$ cat src/rtl/reg_load_arbiter.sv
// Round-robin write arbiter in front of a register bank: capture, load for one cycle, then acknowledge.
// Build option REG_ARB_PRIO0_EN gives requester 0 fixed priority over the round-robin group 1..NREQ-1.
module reg_load_arbiter #(
  parameter int NREQ = 4,
  parameter int DW   = 4,
  parameter int NREG = 4,
  parameter int AW   = 2
) (
  input  logic                 clk,
  input  logic                 rst_n,
  input  logic [NREQ-1:0]      req,
  input  logic [NREQ*AW-1:0]   req_addr,
  input  logic [NREQ*DW-1:0]   req_data,
  output logic [NREQ-1:0]      gnt,
  output logic [NREG-1:0]      reg_we,
  output logic [DW-1:0]        reg_d,
  output logic                 busy
);

  localparam int PW = (NREQ > 1) ? $clog2(NREQ) : 1;
`ifdef REG_ARB_PRIO0_EN
  localparam logic [PW-1:0] RR_INIT = PW'(1);
`else
  localparam logic [PW-1:0] RR_INIT = '0;
`endif

  typedef enum logic [1:0] {IDLE, LOAD, ACK} state_t;

  state_t          state_reg;
  logic [PW-1:0]   rr_ptr_reg;
  logic [PW-1:0]   win_reg;
  logic [PW-1:0]   win_next;
  logic [PW-1:0]   cand;
  logic [PW-1:0]   rr_next;
  logic            win_valid;
  logic [AW-1:0]   addr_arr [NREQ];
  logic [DW-1:0]   data_arr [NREQ];
  logic [AW-1:0]   sel_addr;
  logic [DW-1:0]   sel_data;
  logic [NREG-1:0] we_dec;
  logic [NREQ-1:0] gnt_dec;

  genvar gi;
  generate
    for (gi = 0; gi < NREQ; gi++) begin : g_req
      assign addr_arr[gi] = req_addr[gi*AW +: AW];
      assign data_arr[gi] = req_data[gi*DW +: DW];
      assign gnt_dec[gi]  = (win_reg == PW'(gi));
    end
    // Addresses at or above NREG decode to no enable, so the write is silently dropped.
    for (gi = 0; gi < NREG; gi++) begin : g_we
      assign we_dec[gi] = (sel_addr == AW'(gi));
    end
  endgenerate

  assign sel_addr = addr_arr[win_next];
  assign sel_data = data_arr[win_next];

`ifdef REG_ARB_PRIO0_EN
  always_comb begin
    win_valid = 1'b0;
    win_next  = '0;
    cand      = '0;
    if (req[0]) begin
      win_valid = 1'b1;
    end else begin
      for (int i = 0; i < NREQ - 1; i++) begin
        cand = PW'(1 + ((int'(rr_ptr_reg) - 1 + i) % (NREQ - 1)));
        if (!win_valid && req[cand]) begin
          win_valid = 1'b1;
          win_next  = cand;
        end
      end
    end
  end

  // A grant to requester 0 leaves the round-robin position untouched.
  always_comb begin
    rr_next = rr_ptr_reg;
    if (win_reg == PW'(NREQ - 1))
      rr_next = PW'(1);
    else if (win_reg != '0)
      rr_next = win_reg + PW'(1);
  end
`else
  always_comb begin
    win_valid = 1'b0;
    win_next  = '0;
    cand      = '0;
    for (int i = 0; i < NREQ; i++) begin
      cand = PW'((int'(rr_ptr_reg) + i) % NREQ);
      if (!win_valid && req[cand]) begin
        win_valid = 1'b1;
        win_next  = cand;
      end
    end
  end

  always_comb begin
    rr_next = win_reg + PW'(1);
    if (win_reg == PW'(NREQ - 1))
      rr_next = '0;
  end
`endif

  always_ff @(posedge clk or negedge rst_n) begin
    if (!rst_n) begin
      state_reg  <= IDLE;
      rr_ptr_reg <= RR_INIT;
      win_reg    <= '0;
      gnt        <= '0;
      reg_we     <= '0;
      reg_d      <= '0;
      busy       <= 1'b0;
    end else begin
      case (state_reg)
        IDLE: begin
          gnt    <= '0;
          reg_we <= '0;
          busy   <= 1'b0;
          if (win_valid) begin
            win_reg   <= win_next;
            reg_we    <= we_dec;
            reg_d     <= sel_data;
            busy      <= 1'b1;
            state_reg <= LOAD;
          end
        end
        LOAD: begin
          reg_we    <= '0;
          reg_d     <= '0;
          gnt       <= gnt_dec;
          busy      <= 1'b1;
          state_reg <= ACK;
        end
        ACK: begin
          gnt        <= '0;
          busy       <= 1'b0;
          rr_ptr_reg <= rr_next;
          state_reg  <= IDLE;
        end
        default: begin
          state_reg <= IDLE;
        end
      endcase
    end
  end

endmodule

$ cat config.mk
export PLATFORM = sky130hd
export DESIGN_NAME = reg_load_arbiter
export DESIGN_NICKNAME = d
export VERILOG_FILES = /design/src/rtl/reg_load_arbiter.sv
export SDC_FILE = /design/constraint.sdc
export NUM_CORES = 1
export LEC_CHECK = 0
export CORE_AREA = 2 2 50 52
export DETAILED_ROUTE_END_ITERATION = 10
export DIE_AREA = 0 0 52 54
export DONT_BUFFER_PORTS = 1
export PLACE_DENSITY = 0.71
export SYNTH_ARGS = -nofsm -noshare
export SYNTH_HDL_FRONTEND = slang
export SYNTH_SLANG_ARGS = --single-unit
$ cat constraint.sdc
create_clock -name clk -period 3.1 [get_ports clk]
set_input_delay 0.62 -clock clk [delete_from_list [all_inputs] [get_ports clk]]
set_output_delay 0.62 -clock clk [all_outputs]
set_load 0.02 [all_outputs]
==> impl_metrics.ini <==
[synth]
synth.largest_area_cell = dfrtp_1
synthTopCellsByCount = dfrtp_1, mux2i_1, nand2_1
synthAdderAreaFrac = 0.0847
synth_xor_area_frac = 0
avgSynthCellArea_sq_um = 10.0
synth_compound_area_frac = 0.143
syn_nets = 156
synthTopCellsByArea = dfrtp_1, mux2i_1, ha_1
synthFlopType = dfrtp_1
synthArstFlopShare = 1.00
synth-seq-cells = 19
ys_types = 25
ys_warn_count = 0
syn_area_sq_um = 1180
synth-simple-area-share = 0.115
synth_edf_count = 0
synth.most_common_cell = dfrtp_1
synth_top_family_by_area = multiplexers
synth_top_area_frac = 0.403
synth.yosys.seq_area_share = 0.403
yosys-mux-area-fraction = 0.203
syn_inst = 118

[floorplan]
start_util = 0.509
rows = 18
die-area_sq_um = 2810
die_h_um = 54
fp.dieW_um = 52
coreArea_sq_um = 2320
num_io_pins = 43

[placement]
hpwlAfterDp_um = 1780
postPlaceCellArea_sq_um = 1180
io_buffer_count = 0
place.gp.congestion = 0.771
pre_cts_slack_ns = 0.751

[drt]
wl_per_cell_um = 15.4
viasPerCell = 5.68
drtIter0Drc = 3
vias = 846
first_pass_iters = 2
totalWireLength_um = 2290
final_antenna_net_count = 0
drcViolationCount = 0

[hold_path]
min_path_cells = 2
hp-class = in -> reg
min-delay-start = req[3]
hold_end = win_reg[0]

[sta]
slew_headroom = 0.426
fin_setup_tns_ns = 0
post-route-period-util = 0.703
tightestPinTransition_ns = 0.858
skew_ns = 0.00771
fin_ws_ns = 0.922
rsz0062_at_grt = no
finalMaxSlewViolations = 0
finalCriticalPeriod_ns = 2.18
finalHoldViolCount = 0
final-setup-viol-count = 0
clock.fmax_mhz = 459

[pwr]
finalPower_mw = 1.16
p_leak_nw = 0.577
ir_worst_vdd_v = 0.000523
powerDensity_nw_per_um2 = 951

[setup_path]
crit_path_start_kind = register
critical_path.max_fanout = 13
reg2reg_slack_ns = 0.92
r2r_start = rr_ptr_reg[1]
r2r_end = reg_we[0]
crit_arrival_ns = 2.38
reg2reg_depth = 6
worstPathRequired_ns = 3.30
critical_path_class = reg -> reg
cp-end-kind = register

[final_layout]
n_antenna_cell = 0
largestRegisters = gnt x4, reg_d x4, reg_we x4
layout.nets = 158
area_growth_pct = 3.50
final_area_sq_um = 1220
drive_above_1_share = 0.126

[cts]
clockRootBuffer = clkbuf_4
cts_tree = done
cts_made_buffers = 3
cts_resized = 0
clock_sinks = 19
cts.path.max_buffers = 2
htree_levels = 1
worstSkewPairLatency_ns = 0.31
path_clk_slew_ns = 0.11

[global_route]
grt_antenna_before_repair = 0
grt_pass1_vias = 859
grt_use_total = 0.186
overflow = 0
grt_max_degree = 20
grt_pass1_wl_um = 3750

[run_status]
status = finished, final reports clean

[flow_run]
max_cap_viol_count = 0
how the worst max path moves through the flow:
stage / start / endpoint / slack (ns) / cells past startpoint
after floorplan: req[3] / reg_we[0] / 1.12 / 6
after global routing: rr_ptr_reg[1] / reg_we[0] / 0.74 / 6
after CTS: rr_ptr_reg[1] / reg_we[0] / 0.92 / 6
after global placement: req[0] / reg_we[0] / 0.87 / 6
final: rr_ptr_reg[1] / reg_we[0] / 0.92 / 6
after detailed placement: req[0] / reg_we[2] / 0.75 / 6
cells by family after synthesis:
| family | after synthesis |
|---|---|
| muxes | 23 |
| DFF | 19 |
| adders and majority gates | 8 |
| AOI/OAI and AO/OA | 28 |
| buffers and inverters | 11 |
| and+or+nand+nor | 29 |
repair_timing:
item,CTS,global route
hold buffers,1,0
buffers inserted,0,0
hold endpoints to repair,19,0
routing by layer:
metal  part of all wire  up-vias  GRT usage
li1                   -      412          -
met1               0.38      400      0.194
met3              0.065        5     0.0583
met5                  0        -          0
met2               0.53       29      0.350
met4              0.016        0     0.0658
layout make-up:
type / count / area, sq um
inverter: 7 / 26.3
timing repair buffer: 1 / 10.0
clock buffer: 3 / 22.5
sequential: 19 / 475
fill: 215 / 1100
tap: 30 / 37.5
clock inverter: 1 / 5.00
multi-input combinational: 88 / 646
report_power, final:
part           internal, mW  switching [mW]  leakage (nW)
Clock                0.0482          0.0822        0.0177
Sequential            0.347           0.157         0.244
Combinational         0.241           0.286         0.315
Total                 0.636           0.526         0.577
critical path, stage by stage, from the launching register on:
cell	delay, ns
dfrtp_1	0.46
a21o_1	0.18
a21oi_1	0.14
o22a_1	0.61
mux2i_1	0.22
a22o_1	0.26
a22o_1	0.20
cells in the final DEF (no fill, tap or decap), drive strengths merged:
cell	count
nor2	7
clkinv	1
ha	8
mux2i	15
nand2	16
o22a	2
a21oi	4
o32ai	1
clkbuf	3
inv	7
o31ai	1
a21o	1
a22o	3
and2	1
or2	2
or4	1
dfrtp	19
nand2b	2
dlygate4sd3	1
mux2	8
o22ai	1
o21ai	15
metrics by stage:
step	hold WS, ns	cells	utilization
final	0.524	149	0.527
after global routing	0.529	149	0.527
after CTS	0.531	149	0.527
after detailed placement	0.325	144	0.511
after global placement	0.325	144	0.511
after floorplan	0.324	118	-
(Power assumes the default switching activity.)
